[src/rtl/niox_dmem_ctrl.sv]
// niox_dmem_ctrl: load/store bus master between the NIOX CPU and its data RAM.
// Latency: strobes one cycle after req, done_o two cycles after that with a 1-cycle-ack RAM.
// Backpressure: req_i is only looked at in IDLE; busy_o is high while a request is in flight.
//
// Ports:
//   clk_i, rst_i                 clock, asynchronous active-high reset
//   req_i, wr_i, size_i, sgn_i,
//   addr_i, wdata_i              CPU request (latched when accepted in IDLE)
//   busy_o, done_o, err_o,
//   rdata_o                      CPU status / load result
//   mem_addr_o, mem_data_o,
//   mem_be_o, mem_we_o,
//   mem_sel_o                    registered RAM bus outputs
//   mem_data_i, mem_ack_i        RAM read data and acknowledge
module niox_dmem_ctrl #(
   parameter int TIMEOUT = 15
) (
   input  logic        clk_i,
   input  logic        rst_i,
   input  logic        req_i,
   input  logic        wr_i,
   input  logic [1:0]  size_i,
   input  logic        sgn_i,
   input  logic [31:0] addr_i,
   input  logic [31:0] wdata_i,
   output logic        busy_o,
   output logic        done_o,
   output logic        err_o,
   output logic [31:0] rdata_o,
   output logic [31:0] mem_addr_o,
   output logic [31:0] mem_data_o,
   output logic [3:0]  mem_be_o,
   output logic        mem_we_o,
   output logic        mem_sel_o,
   input  logic [31:0] mem_data_i,
   input  logic        mem_ack_i
);

   typedef enum logic [1:0] {
      S_IDLE = 2'd0,
      S_REQ  = 2'd1,
      S_DONE = 2'd2
   } state_t;

   // Counter value at which the current no-ack cycle is the last one allowed.
   localparam logic [3:0] TO_LAST = 4'(TIMEOUT - 1);

   state_t      state;
   logic [3:0]  to_cnt;
   logic [1:0]  lane_q;
   logic [1:0]  size_q;
   logic        sgn_q;
   logic        wr_q;

   logic        aligned;
   logic [3:0]  be_c;
   logic [31:0] wdat_c;
   logic [31:0] shifted;
   logic [31:0] ld_val;

   assign busy_o = (state != S_IDLE);

   // Request decode from the live CPU inputs; only used in the IDLE accept cycle.
   always_comb begin
      aligned = 1'b0;
      be_c    = 4'b0000;
      wdat_c  = wdata_i;
      case (size_i)
         2'b00: begin
            aligned = 1'b1;
            be_c    = 4'b0001 << addr_i[1:0];
            wdat_c  = {4{wdata_i[7:0]}};
         end
         2'b01: begin
            aligned = ~addr_i[0];
            be_c    = 4'b0011 << addr_i[1:0];
            wdat_c  = {2{wdata_i[15:0]}};
         end
         2'b10: begin
            aligned = (addr_i[1:0] == 2'b00);
            be_c    = 4'b1111;
            wdat_c  = wdata_i;
         end
         default: begin
            aligned = 1'b0;
            be_c    = 4'b0000;
            wdat_c  = wdata_i;
         end
      endcase
   end

   // Load path: bring the addressed lane down to bit 0, then extend.
   always_comb begin
      shifted = mem_data_i >> {lane_q, 3'b000};
      ld_val  = shifted;
      case (size_q)
         2'b00:   ld_val = {{24{sgn_q & shifted[7]}}, shifted[7:0]};
         2'b01:   ld_val = {{16{sgn_q & shifted[15]}}, shifted[15:0]};
         default: ld_val = shifted;
      endcase
   end

   always_ff @(posedge clk_i or posedge rst_i) begin
      if (rst_i) begin
         state      <= S_IDLE;
         to_cnt     <= 4'd0;
         lane_q     <= 2'b00;
         size_q     <= 2'b00;
         sgn_q      <= 1'b0;
         wr_q       <= 1'b0;
         done_o     <= 1'b0;
         err_o      <= 1'b0;
         rdata_o    <= 32'd0;
         mem_addr_o <= 32'd0;
         mem_data_o <= 32'd0;
         mem_be_o   <= 4'b0000;
         mem_we_o   <= 1'b0;
         mem_sel_o  <= 1'b0;
      end else begin
         // Status pulses last exactly one cycle.
         done_o <= 1'b0;
         err_o  <= 1'b0;
         case (state)
            S_IDLE: begin
               if (req_i) begin
                  if (aligned) begin
                     lane_q     <= addr_i[1:0];
                     size_q     <= size_i;
                     sgn_q      <= sgn_i;
                     wr_q       <= wr_i;
                     to_cnt     <= 4'd0;
                     mem_addr_o <= {addr_i[31:2], 2'b00};
                     mem_data_o <= wdat_c;
                     mem_be_o   <= be_c;
                     mem_we_o   <= wr_i;
                     mem_sel_o  <= ~wr_i;
                     state      <= S_REQ;
                  end else begin
                     // Misaligned or reserved size: report without touching the bus.
                     done_o <= 1'b1;
                     err_o  <= 1'b1;
                     state  <= S_DONE;
                  end
               end
            end
            S_REQ: begin
               if (mem_ack_i) begin
                  // Drop strobes on the ack edge so the RAM does not re-ack.
                  mem_we_o  <= 1'b0;
                  mem_sel_o <= 1'b0;
                  mem_be_o  <= 4'b0000;
                  done_o    <= 1'b1;
                  if (!wr_q) begin
                     rdata_o <= ld_val;
                  end
                  state <= S_DONE;
               end else if (to_cnt == TO_LAST) begin
                  mem_we_o  <= 1'b0;
                  mem_sel_o <= 1'b0;
                  mem_be_o  <= 4'b0000;
                  done_o    <= 1'b1;
                  err_o     <= 1'b1;
                  to_cnt    <= to_cnt + 4'd1;
                  state     <= S_DONE;
               end else begin
                  to_cnt <= to_cnt + 4'd1;
               end
            end
            S_DONE: begin
               state <= S_IDLE;
            end
            default: begin
               state <= S_IDLE;
            end
         endcase
      end
   end

endmodule

[config.mk]
export PLATFORM = sky130hd
export DESIGN_NAME = niox_dmem_ctrl
export DESIGN_NICKNAME = d
export VERILOG_FILES = /design/src/rtl/niox_dmem_ctrl.sv
export SDC_FILE = /design/constraint.sdc
export NUM_CORES = 1
export LEC_CHECK = 0
export BUFFER_PORTS_ARGS = -buffer_cell sky130_fd_sc_hd__buf_2
export CAP_MARGIN = 20
export CORE_AREA = 3 3 113 115
export DETAILED_ROUTE_END_ITERATION = 16
export DIE_AREA = 0 0 116 118
export PLACE_DENSITY = 0.83
export SYNTH_ARGS = -nofsm -noshare
export SYNTH_HDL_FRONTEND = slang
export SYNTH_SLANG_ARGS = --single-unit
[constraint.sdc]
create_clock -name clk_i -period 8.2 [get_ports clk_i]
set_input_delay 0.41 -clock clk_i [delete_from_list [all_inputs] [get_ports clk_i]]
set_output_delay 0.41 -clock clk_i [all_outputs]
set_load 0.02 [all_outputs]
Yosys cells after proc, flatten, opt, wreduce, memory -nomap -nowiden
Index checks and enable logic that the tools add are counted.

storage, ports and cells
  flip-flop bits (word level) = 114
  bits of input ports = 104
  logic and storage cells = 76

cells by class
  add/subtract/negate cells = 1
  eq/ne operators = 9
  shift-type cells = 3
  muxes and demuxes = 33
  bitwise logic cells = 5
  reductions and logical operators = 11

operator list
  operator             number
  $pmux 32 s2          2
  $shr 32x5->32        1
  $mux 4               7
  $pmux 4 s2           2
  $pmux 4 s3           1
  $mux 1               11
  $logic_not 2->1      4
  $mux 2               4
  $pmux 1 s2           4
  $reduce_and 4->1     2
  $eq 2x1->1 const B   3
  $ne 2x2->1 const B   3
  $reduce_and 3->1     2
  $add 4x1->4 const B  1
  $eq 4x4->1 const B   1
  $pmux 2 s2           1
  $reduce_bool 2->1    2
  $shl 1x2->4 const A  1
  $shl 2x2->4 const A  1
  $ne 3x3->1 const B   1
  $not 1->1            3
  $pmux 1 s3           1
  $and 1x1->1          2
  $eq 2x2->1 const B   1
  $reduce_and 2->1     1

Longest topological paths before layout
Gate-level depths: netlist of the first run.

  depth after elaboration = 5
  gate-level depth with buffers = 6

Worst setup path before layout of the first run
Ideal clock, no wire load.

  path type = register -> register
  from = reg lane_q[1]
  to = reg rdata_o[23]
  arrival time = 1.454 ns
  required time = 8.074 ns
  slack = 6.620 ns
  cell stages (with the launch flop) = 6
  path buffers = 1
  period minus slack after synthesis = 1.580 ns
  path through = dfrtp_1 -> buf_6 -> mux4_2 -> nor2_4 -> a211oi_4 -> a221o_1

between the ends
  cells in the longest elaborated chain, start to end = 3
  elaborated cells between the ends (all ways) = 4

RTL lines
  what                            line    RTL
  start: declaration              50      logic [1:0] lane_q;
  start signal: assignment        127     lane_q <= addr_i[1:0];
  $shr 32x5->32 (*)               94      shifted = mem_data_i >> {lane_q, 3'b000};
  $and 1x1->1 (on tied branches)  98, 97
  $pmux 32 s2 (*)                 96      case (size_q)
  end signal: assignment          154     rdata_o <= ld_val;
  end: declaration                29      output logic [31:0] rdata_o,

Every way passes the cells marked *; elsewhere a longest branch is shown, timed or not.
A chain may end at the register's enable or synchronous reset.

Worst setup path in the final report of the first run
  from = in size_i[1]
  to = reg mem_addr_o[4]

between the ends
  cells in the longest elaborated chain, start to end = 3
  elaborated cells between the ends (all ways) = 5

RTL lines
  what                                   line  RTL
  start: declaration                     22    input logic [1:0] size_i,
  $eq 2x2->1 (tied with other cells)     68    case (size_i)
  $pmux 1 s3 (*)                         68
  $reduce_and 3->1 (no source line) (*)  n/a
  end signal: assignment                 132   mem_addr_o <= {addr_i[31:2], 2'b00};
  end: declaration                       30    output logic [31:0] mem_addr_o,

Marks and branches as above.

==> impl_summary.md, run 1 <==
Status
The run finished with clean final reports.

Synthesis
The share of async-settable or async-resettable flops after synthesis is 100%. The arithmetic-cell share of the synthesized area counting full adders, half adders and majority gates is 0.475%. The largest family of logic cells by synthesized area is multiplexers. Synthesis produced a netlist whose cell count is 466. Summing the sequential cell areas from Yosys gives 54.2% of the chip area.

Sorting the synthesized cells by area gives the leading types as dfrtp_1, mux2_2, mux2i_1. The biggest area contributor in the post-synthesis netlist is dfrtp_1. In this run, synthesis produced a sequential element count of 114. A synthesized cell averages 11.3 µm². After synthesis, the share of cell area in mux cells is 19.1%.

The Yosys step of the flow raised 0 warnings. The number of enable-type register cells in the synthesized netlist is 0. Of the total synthesized cell area, the portion taken by XOR and XNOR cells is 0.166%. The post-synthesis instance area is 5260 µm². The top cell type's share of synthesized area is 54.2%.

Of the total synthesized cell area, the portion taken by AND, OR, NAND and NOR gates is 11.2%. The prevailing post-synth register cell is dfrtp_1. The number of library cell types mapped by synthesis is 43. The post-synthesis compound-gate area fraction is 11.1%.

Route
The final layout contains routed wiring with a total length of 13.6 mm. After detailed routing, the average wire length per cell comes to 16.5 µm. For this run, design rule violations remaining after detail routing come to 0. Detailed routing inserted a total of 4383 vias. Dividing the detail-routed via count by the number of cells gives 5.32.

The violation count after the first detailed-route iteration is 305. The first TritonRoute pass finished after 4 iterations. The detail route stage leaves a number of antenna-violating nets equal to 0.

Global route
Entering global routing, the biggest net connects 87 pins. The global-route wire length before repair is 21.8 mm. The initial antenna violation count is 1. The total overflow reported by the global router is 0.

Global routing consumed, over all layers together, 20.3% of the routing resources. The via count of the first global-routing pass is 4380.

Placement
Once placement completed, the tool counted placed cells totaling 793. Input and output buffers added on the ports amount to 206. The post-detailed-placement half-perimeter wirelength is 9.83 mm. The routability-driven placement congestion ratio is 0.869.

Critical path
The start of the worst register-to-register path is state[0]. The category of the worst setup path launch point is an input port. The largest fanout on the critical path is 86. Counting cells, the worst reg-to-reg path comes to 4. The nature of the critical path endpoint is a flop.

Data on the critical path is required at its endpoint by 8480 ps. The startpoint-to-endpoint class of the critical path is in -> reg. STA puts the critical path data arrival time at 3100 ps. The worst register-to-register path ends at mem_addr_o[4]. Across all register-to-register paths, the minimum setup slack is 5670 ps.

Timing
The time the worst path needs with I/O delays and setup is 2820 ps. Of the available clock period, the critical path in the final layout requires 34.4%. The number of max-slew violations in the final report was 0. The transition time at the pin with the least slew margin is 931 ps. The worst relative slew slack is 37.7%.

The final-layout setup total negative slack is 0 ps. The number of endpoints with negative hold slack in the final report came to 0. The highest achievable clock rate is 0.355 GHz. The worst clock skew is 6.29 ps.

Setup repair after global routing left no endpoint under its margin. Setup violations remaining at the end of the flow were counted as 0.

Die
The die is 116 µm wide. After floorplanning, the core was sized to cover 11900 µm². The floorplan row count is 40.

The floorplan die height is 118 µm. Once the floorplan was initialized, standard cells occupied 44.2% of the core. The full die area is 13700 µm².

In this run the count of I/O pins placed on the die edge is 209.

Clock network
Buffers added to address setup during post-CTS repair amount to 0. Once the clock tree was built, the resizer swapped 0 gates to a different size. The H-tree was split into 4 levels. The register clock-pin slew on the reported worst setup and hold paths is 50 ps.

The number of CTS-inserted buffers is 17. Buffers inserted to repair hold after CTS numbered 0. Clock latency on the worst-skew pair, taken at its later pin, is 400 ps. The TritonCTS clock tree is built.

The buffer cell driving the clock tree root is clkbuf_16. The count of clock tree sinks is 114. The longest clock path from root to sink contains 2 buffers.

Final layout
The finished layout holds 824 standard cells, fillers aside. Cells with a size suffix above 1 make up 43.7% of the layout. The final layout contains 772 nets. The area overhead of the layout relative to synthesis is 30.5%.

The number of antenna diodes in the final layout is 0.

Hold path
The worst hold path belongs to the class in -> async.

Power
The net switching component of the power is 0.939 mW. The leakage component of the power is 3.51 nW. The share of total power in sequential cells is 37.4%. The power density over the cells is 362 nW/µm². IR analysis of the VDD net gives a maximum drop of 147 µV. In this run, the combinational gates consume 36.8% of the power. Of the total power, the share spent switching nets is 37.8%. The internal portion of total power is 1.55 mW. The clock network burns 25.8% of the power.

Flow run
Max-cap violations in this run came to 0.
==> through the flow <==
step | instance area, µm² | hold WS, ps | power, mW | worst slack [ps] | utilization [%]
after CTS | 6840 | 91.7 | 2.50 | 5400 | 57.4
after floorplan | 5270 | 471 | 1.52 | 4770 | -
final | 6870 | 87.5 | 2.49 | 5380 | 57.7
after detailed placement | 6330 | 466 | 1.85 | 4970 | 53.1
after global routing | 6870 | 127 | 2.63 | 5150 | 57.7
after global placement | 6330 | 458 | 1.81 | 5060 | 53.1
==> critical path, stage by stage <==
cell and delay [ps]:
buf_2 520, o21ai_0 300, nand4_1 610, buf_4 770, mux2_2 420
==> cells in the final DEF, fill, tap and decap left out, types with 4 or more instances in the layout <==
| master | n |
|---|---|
| buf_2 | 206 |
| dfrtp_1 | 114 |
| mux2_2 | 51 |
| o21ai_0 | 47 |
| nand2_1 | 46 |
| nor2_1 | 43 |
| mux2i_1 | 41 |
| a21oi_1 | 22 |
| nand3_1 | 18 |
| clkbuf_16 | 17 |
| a221o_1 | 9 |
| and2_1 | 7 |
| o2bb2ai_1 | 5 |
| clkinv_2 | 5 |
| clkbuf_1 | 4 |
==> power by group through the flow <==
| stage | registers [mW] | clock network [mW] | logic [mW] |
|---|---|---|---|
| 2_1_floorplan | 1.15 | 0 | 0.365 |
| 3_3_place_gp | 0.936 | 0 | 0.874 |
| 3_5_place_dp | 0.948 | 0 | 0.898 |
| 4_1_cts | 0.943 | 0.655 | 0.899 |
| 5_1_grt | 0.957 | 0.685 | 0.990 |
| 6_report | 0.931 | 0.642 | 0.916 |
==> worst max-delay path by stage <==
| stage | from | endpoint |
|---|---|---|
| after floorplan | rst_i | done_o |
| after global placement | size_i[1] | mem_addr_o[13] |
| after detailed placement | size_i[1] | mem_addr_o[17] |
| after CTS | size_i[1] | mem_addr_o[17] |
| after global routing | size_i[1] | mem_addr_o[17] |
| final | size_i[1] | mem_addr_o[4] |
==> flip-flops by register name (all words and copies together) (netlist names), 2 cells and up <==
register,cells
lane_q,2
to_cnt,4
mem_addr_o,30
rdata_o,32
mem_be_o,4
size_q,2
state,2
mem_data_o,32
==> synth_stat cells, types with 2 or more instances <==
cell type  instances
buf_6              6
buf_2              7
nand2_1           46
o2bb2ai_1          5
nand3_1           18
mux2_2            51
inv_1              4
nor2_1            43
a221o_1            9
and2_1             7
nor2b_1            2
mux2i_1           41
clkbuf_1           9
dfrtp_1          114
ha_1               2
o21ai_0           47
buf_1              4
a211o_1            2
buf_4              4
a21oi_1           22
==> layout make-up <==
class / count / area, µm²
clock buffers: 24 / 482
inverters: 4 / 17.5
clock inverters: 6 / 32.5
fillers: 1043 / 5040
flip-flops and latches: 114 / 2850
repair buffers: 210 / 1080
multi-input cells: 319 / 2220
well taps: 147 / 184
==> metal layers <==
layer	wire length (µm)	vias to the layer above	track usage, %
li1	-	2050	-
met1	5730	2096	25.4
met2	6640	192	32.1
met3	804	43	5.50
met4	408	2	9.86
met5	11	-	0
==> logic make-up after synthesis <==
kind of cell / after synthesis
AOI/OAI and AO/OA: 93
and+or+nand+nor: 128
muxes: 93
adders and majority gates: 2
buffers and inverters: 34
xor gates and xnor gates: 1
DFF: 114
other: 1
No activity file was read; power rests on OpenSTA's default activity.
==> inputs of run 2 (changes only) <==
Settings changed: CORE_AREA 3 3 113 115 to 3 3 114 116, DIE_AREA 0 0 116 118 to 0 0 117 119, PLACE_DENSITY 0.83 to 0.85.
Clock period 8.2 ns to 2.5 ns, I/O delays scaled along.
==> impl_summary.md, run 2 (synthesis results as in run 1) <==
Global route
The via count of the first global-routing pass came to 4851 (+11%). The initial antenna violation count is 0 (-1). The total routing resource utilization after global routing was 22.1% (+1.9 points). The total overflow reported by the global router is 0 (unchanged). The global-route wire length before repair is 23.8 mm (+9.3%).

The largest net degree at the start of global routing is 115 (+32%).

Timing
The number of max-slew violations in the final report is 0 (unchanged). The time the worst path needs with I/O delays and setup is 1760 ps. The number of setup violations in the final report was 0 (unchanged).

The transition time at the pin with the least slew margin is 638 ps (-293 ps). Static timing analysis puts the maximum clock frequency at 0.567 GHz. The final-layout setup total negative slack is 0 ps (unchanged).

The final worst hold slack was 19.7 ps (-67.9 ps). The worst relative slew slack came to 57.5% (+20 points). The worst clock skew is 6.29 ps (+0.00744 ps). Of the available clock period, the critical path in the final layout requires 70.5%. Setup repair after global routing left no endpoint under its margin. The number of endpoints with negative hold slack in the final report is 0 (unchanged).

Placement
The routability-driven placement congestion ratio was 0.826 (-4.9%). The total placed instance area is 6400 µm² (+1.2%). The number of buffer cells added on primary ports is 206 (unchanged). The post-placement cell count came to 800 (+0.88%). The post-detailed-placement half-perimeter wirelength is 9.76 mm (-0.69%).

Status
The flow ran to the end, and the final reports show no timing, DRC or antenna violations.

Final layout
The area overhead of the layout relative to synthesis is 44.7%. The post-route cell area is 7620 µm² (+11%). Leaving out fill and tap cells, the most frequent cells in the layout are buf_2, dfrtp_1, dlygate4sd3_1. The count of filler cells inserted in the layout is 928 (-11%).

Leaving out fill and tap cells, the most frequent cell in the layout is buf_2. The multi-input gate area in the final layout came to 2220 µm² (unchanged). The layout net count is 833 (+7.9%).

The number of cells in the finished layout apart from fillers is 887 (+7.6%). The antenna cell count is 0 (unchanged). The sequential cell area is 2850 µm² (unchanged). The share of post-route cells with drive strength above 1 is 41.6% (-2.1 points). The largest registers in the layout are mem_data_o x32, rdata_o x32, mem_addr_o x30.

Critical path
The top cell family by delay on the critical path is compound AO/OA/AOI/OAI gates. The worst-path cell with the longest stage delay is dfrtp_1. The nature of the critical path endpoint is a flop.

The worst path buffer plus inverter count is 0 (-2). The required time at the worst-slack endpoint is 2790 ps (-5690 ps). The largest fanout on the critical path is 9 (-90%). The arrival time reported for the critical path endpoint is 2050 ps (-1050 ps). The delay contributed by the slowest stage of the critical path is 460 ps (-310 ps). The worst setup path is of the reg -> reg kind.

The critical path goes through and2b_1, a2bb2oi_1, a211oi_4, a221o_1. The worst setup path is launched from a flop.

Route
The number of design rule violations left after detail routing came to 0 (unchanged). The wire length after detailed routing was 15.1 mm (+11%). The violation count after the first detailed-route iteration came to 296 (-3.0%). The routed via count divided by cell count is 5.15 (-3.1%).

The via total after detailed routing came to 4571 (+4.3%). The average wire per cell in the routed design is 17.0 µm (+3.2%). The iteration count of the initial detailed-routing pass is 5 (+1). The number of antenna-violating nets in the routed design was 0 (unchanged).

Power
The leakage component of the power is 3.85 nW (+9.5%). The power density over the cells is 1160 nW/µm² (+220%). The worst supply voltage drop on vdd is 574 µV (+290%).

Clock network
The number of H-tree levels is 4 (unchanged). TritonCTS built the clock tree. The clock latency of the later-clocked register in the worst-skew pair is 410 ps (about the same). The count of clock tree sinks was 114 (unchanged).

The tree is rooted in a clkbuf_16. The quantity of gates resized following cts is 0 (unchanged). The register clock-pin slew on the reported worst setup and hold paths is 50 ps (about the same).

The number of CTS-inserted buffers is 17 (unchanged). The clock tree buffer depth was 2 (unchanged).

Die
The floorplan die height is 119 µm (+0.85%). The floorplan row count came to 40 (unchanged). The full die area is 13900 µm² (+1.7%).

The core region area was 12000 µm² (+0.84%). The die span in x is 117 µm (+0.86%). The number of primary I/O pins is 209 (unchanged). The starting density of the core came to 43.8% (-0.37 points).

Flow run
The number of max-capacitance violations reported was 0 (unchanged).

Hold path
The type of the most critical hold path is in -> reg.
run 2: cell count changes in the layout (fill, tap and decap cells not counted):
cell | before | now
clkinv_2 | 5 | 6
clkbuf_1 | 4 | 0
buf_16 | 1 | 0
buf_12 | 0 | 2
dlygate4sd3_1 | 0 | 55
bufinv_16 | 0 | 5
inv_4 | 1 | 0
buf_4 | 3 | 8
clkbuf_8 | 3 | 4
run 2: worst reg2reg max path: stages (launching register included):
cell and delay [ps]:
dfrtp_1 460, and2b_1 280, a2bb2oi_1 420, a211oi_4 180, a221o_1 300
run 2: per-stage QoR:
step           util, %  total power, mW  worst slack (ps)
2_1_floorplan        -             4.98               920
3_3_place_gp      53.3             5.99               808
3_5_place_dp      53.3             6.07               728
4_1_cts           63.4             8.88               738
5_1_grt           63.4             9.31               586
6_report          63.4             8.84               738
run 2: per-layer routing:
metal  vias up  part of all wire [%]  GRT usage [%]
met4         0                   2.8           10.5
met5         -                     0              0
met2       194                    51           37.2
li1       2166                     -              -
met3        37                   7.0           6.61
met1      2174                    39           25.5
run 2: final timing paths:
check / start / to / slack, ps / cells past startpoint
worst max register to register: lane_q[1] / rdata_o[29] / 740 / 4
max in group asynchronous: rst_i / mem_data_o[24] / 1560 / 4
worst min-delay path: wdata_i[15] / mem_data_o[15] / 20 / 3
min in group asynchronous: rst_i / rdata_o[2] / 420 / 4
worst max-delay path: lane_q[1] / rdata_o[29] / 740 / 4
worst min register to register: mem_data_o[21] / mem_data_o[21] / 470 / 2
run 2: report_power, final:
group          total (mW)  internal (mW)  switching, mW
Clock                2.70           1.86          0.837
Sequential           3.00           2.56          0.441
Combinational        3.14           1.25           1.89
run 2: area by class of cell:
| type | instances | share of cell area, % |
|---|---|---|
| Inverter | 4 | 0.246 |
| Clock buffer | 21 | 6.31 |
| Clock inverter | 11 | 2.37 |
| Sequential cell | 114 | 37.5 |
| Multi-Input combinational cell | 319 | 29.1 |
| Tap cell | 147 | 2.41 |
| Timing Repair Buffer | 271 | 22.1 |
run 2: repair_timing:
item | CTS | global route
buffers inserted | 0 | 0
hold endpoints to repair | 170 | 0
endpoints found under the setup margin | 0 | 0
hold buffers | 55 | 0
==> inputs of run 3 (changes only) <==
Settings changed: ABC_AREA from default to 1, CORE_AREA 3 3 114 116 to 3 3 116 118, DIE_AREA 0 0 117 119 to 0 0 119 121, PLACE_DENSITY 0.85 to 0.83.
Clock period 2.5 ns to 1.7 ns, I/O delays scaled along.
==> impl_summary.md, run 3 <==
Status
The run finished with clean final reports.

Final layout
The area growth from synthesis to layout is 42.8%. The most common library cell in the layout ignoring fill and taps is nand2_1. The share of post-route cells with drive strength above 1 is 27.2% (-14 points).

The library cells used most frequently in the layout, excluding fill and tap cells, are nand2_1, buf_2, dfrtp_1. The post-route cell area is 7980 µm² (+4.8%). The largest registers in the layout are mem_data_o x32, rdata_o x32, mem_addr_o x30. The count of filler cells inserted in the layout is 1050 (+13%). The layout net count was 1112 (+33%).

Global route
The total routing resource utilization after global routing is 24.6% (+2.4 points). The via count of the first global-routing pass is 5955 (+23%). The largest net degree at the start of global routing came to 115 (unchanged). The total overflow reported by the global router is 0 (unchanged). The global-route wire length before repair came to 28.1 mm (+18%). The initial antenna violation count is 1 (+1).

Critical path
The critical path goes through nor2_2, nand2_1, clkinv_1, nand2_2, buf_12, nand2_1, nand2_1. The internal reg-to-reg setup slack was 180 ps (-560 ps). The category of the worst setup path launch point is a flop. The cell family contributing the most delay on the critical path is simple AND/OR/NAND/NOR gates.

The critical path in this run is classified as reg -> reg. The cell that appears most often on the critical path is nand2_1. The largest fanout on the critical path is 85 (+76).

The worst path buffer plus inverter count came to 2 (+2). The required time at the worst-slack endpoint came to 2050 ps (-740 ps). The worst-path cell with the longest stage delay is dfrtp_1.

The delay contributed by the slowest stage of the critical path is 360 ps (-100 ps). The arrival time reported for the critical path endpoint is 1870 ps (-180 ps). The nature of the critical path endpoint is a flop.

Route
The number of antenna-violating nets in the routed design is 0 (unchanged). The routed via count divided by cell count is 4.98 (-3.4%). The average wire per cell in the routed design is 14.7 µm (-14%). The iteration count of the initial detailed-routing pass is 5 (unchanged). The violation count after the first detailed-route iteration is 512 (+73%). The via total after detailed routing was 5938 (+30%).

The wire length after detailed routing was 17.5 mm (+16%). The number of design rule violations left after detail routing is 0 (unchanged).

Placement
The post-detailed-placement half-perimeter wirelength is 11.0 mm (+13%). The number of buffer cells added on primary ports came to 206 (unchanged). The total placed instance area is 6750 µm² (+5.4%). The routability-driven placement congestion ratio was 0.908 (+10%).

Synthesis
The simple-gate share of the synthesized area came to 32.4% (+21 points). The largest family of logic cells by synthesized area is simple AND/OR/NAND/NOR gates. The area share of xor/xnor cells in the synthesized design is 0.157% (-0.0097 points). The post-synthesis instance area was 5590 µm² (+6.2%). The commonest cells after synthesis are nand2_1, dfrtp_1, inv_1. The largest area contributor in the synthesized netlist is dfrtp_1. The register bit count reported by yosys is 114 (unchanged). The number of warnings reported in the yosys synthesis log came to 0 (unchanged). The share of async-settable or async-resettable flops after synthesis is 100% (unchanged). The top cell type's share of synthesized area is 51.0% (-3.2 points). The number of library cell types mapped by synthesis came to 31 (-28%). The fraction of synthesized area in multiplexers is 0% (-19 points). The sequential element share of the synthesized area is 51.0% (-3.2 points). By area the synthesized netlist is led by dfrtp_1, nand2_1, nand3_1. The arithmetic-cell share of the synthesized area counting full adders, half adders and majority gates was 0.448% (-0.028 points).

In the post-synthesis netlist, the cell with the most instances is nand2_1. The synthesized area divided by synthesized cell count is 7.56 µm² (-33%). The number of enable-type register cells in the synthesized netlist is 0 (unchanged). The cell count after synthesis is 739 (+59%). The post-synthesis compound-gate area fraction is 7.54% (-3.5 points). The prevailing post-synth register cell is dfrtp_1.

Clock network
CTS placed an instance of clkbuf_16 at the clock tree root. The TritonCTS clock tree is built. The register clock-pin slew on the reported worst setup and hold paths was 60 ps (about the same).

The quantity of gates resized following cts came to 0 (unchanged). The clock latency of the later-clocked register in the worst-skew pair is 410 ps (about the same). The clock tree buffer depth is 2 (unchanged).

The number of H-tree levels came to 4 (unchanged). The count of clock tree sinks is 114 (unchanged). The number of CTS-inserted buffers is 17 (unchanged).

Timing
The number of endpoints with negative hold slack in the final report is 0 (unchanged). The highest achievable clock rate is 0.656 GHz (+16%). The worst relative slew slack was 58.6% (+1.1 points). Setup repair after global routing left no endpoint under its margin. The time the worst path needs with I/O delays and setup is 1520 ps (-238 ps). The transition time at the pin with the least slew margin is 622 ps (-16.1 ps).

The share of the clock period used by the worst path is 89.6% (+19 points). The number of setup violations in the final report is 0 (unchanged). The number of max-slew violations in the final report is 0 (unchanged). The final-layout setup total negative slack is 0 ps (unchanged). The worst clock skew is 6.83 ps (+0.540 ps).

Die
The full die area is 14400 µm² (+3.4%). The floorplan row count came to 41 (+2.5%). The die span in x came to 119 µm (+1.7%). The floorplan die height came to 121 µm (+1.7%).

The core region area is 12600 µm² (+4.6%). The starting density of the core is 44.5% (+0.66 points). The number of primary I/O pins is 209 (unchanged).

Flow run
The number of max-capacitance violations reported is 0 (unchanged).

Power
The power density over the cells is 1640 nW/µm² (+41%). The worst supply voltage drop on vdd is 795 µV (+39%). The leakage component of the power is 4.49 nW (+17%).

Hold path
The type of the most critical hold path is in -> reg.
-- run 3: what timing repair did --
item / 4_1_cts / 5_1_grt
setup endpoints to repair: 0 / 0
hold buffers: 63 / 0
endpoints found under the hold margin: 176 / 0
buffers inserted: 0 / 0
-- run 3: final timing paths --
path	startpoint	endpoint	depth (start not counted)
max	state[1]	mem_addr_o[30]	7
min	wdata_i[23]	mem_data_o[23]	5
max reg2reg	state[1]	mem_addr_o[30]	7
min reg2reg	mem_addr_o[5]	mem_addr_o[5]	2
max in group asynchronous	rst_i	to_cnt[0]	4
min in group asynchronous	rst_i	rdata_o[25]	4
-- run 3: tightest hold or removal path: stages --
cell and delay, ps:
buf_2 80, nand2_1 60, o21ai_0 70, nand2_1 50, nand2_1 50
-- run 3: stage by stage --
| stage | setup slack (ps) | utilization, % | std cells | hold WS [ps] | total power [mW] |
|---|---|---|---|---|---|
| finish | 176 | 63.5 | 1193 | 23.7 | 13.1 |
| global route | 66.8 | 63.5 | 1191 | 32.6 | 13.9 |
| CTS | 210 | 63.5 | 1191 | 0.101 | 13.1 |
| detailed placement | 213 | 53.7 | 1096 | 287 | 9.32 |
| global placement | 292 | 53.7 | 1096 | 279 | 9.20 |
| floorplan | 230 | - | 740 | 195 | 7.59 |
-- run 3: metal layers --
metal  vias up  part of all wire, %  GRT usage (%)  wire length (µm)
met2       317                   48           40.3              8430
met3        42                  9.3           8.16              1640
li1       2827                    -              -                 -
met1      2750                   40           29.2              6990
met4         2                  2.8           11.7               486
met5         -                0.074              0                13
-- run 3: kinds of logic after synthesis --
kind of cell               after synthesis
other                                    1
AOI/OAI and AO/OA                       80
and+or+nand+nor                        448
xor gates and xnor gates                 1
buffers and inverters                   93
DFF                                    114
adders and majority gates                2
-- run 3: power breakdown --
| part | switching, mW | leakage (nW) | internal [mW] | total (mW) |
|---|---|---|---|---|
| combinational | 3.29 | 2.78 | 1.78 | 5.07 |
| clock | 1.23 | 0.292 | 2.36 | 3.59 |
| sequential | 0.655 | 1.41 | 3.76 | 4.42 |
| total | 5.18 | 4.49 | 7.90 | 13.1 |
-- run 3: area by class of cell --
class	instances	area (µm²)	area share (%)
tap	172	215	2.70
clock inverter	11	135	1.69
antenna	2	5.00	0.0627
timing repair buffer	285	1830	22.9
inverter	55	210	2.63
multi-input combinational	533	2270	28.5
sequential	114	2850	35.7
clock buffer	21	460	5.77
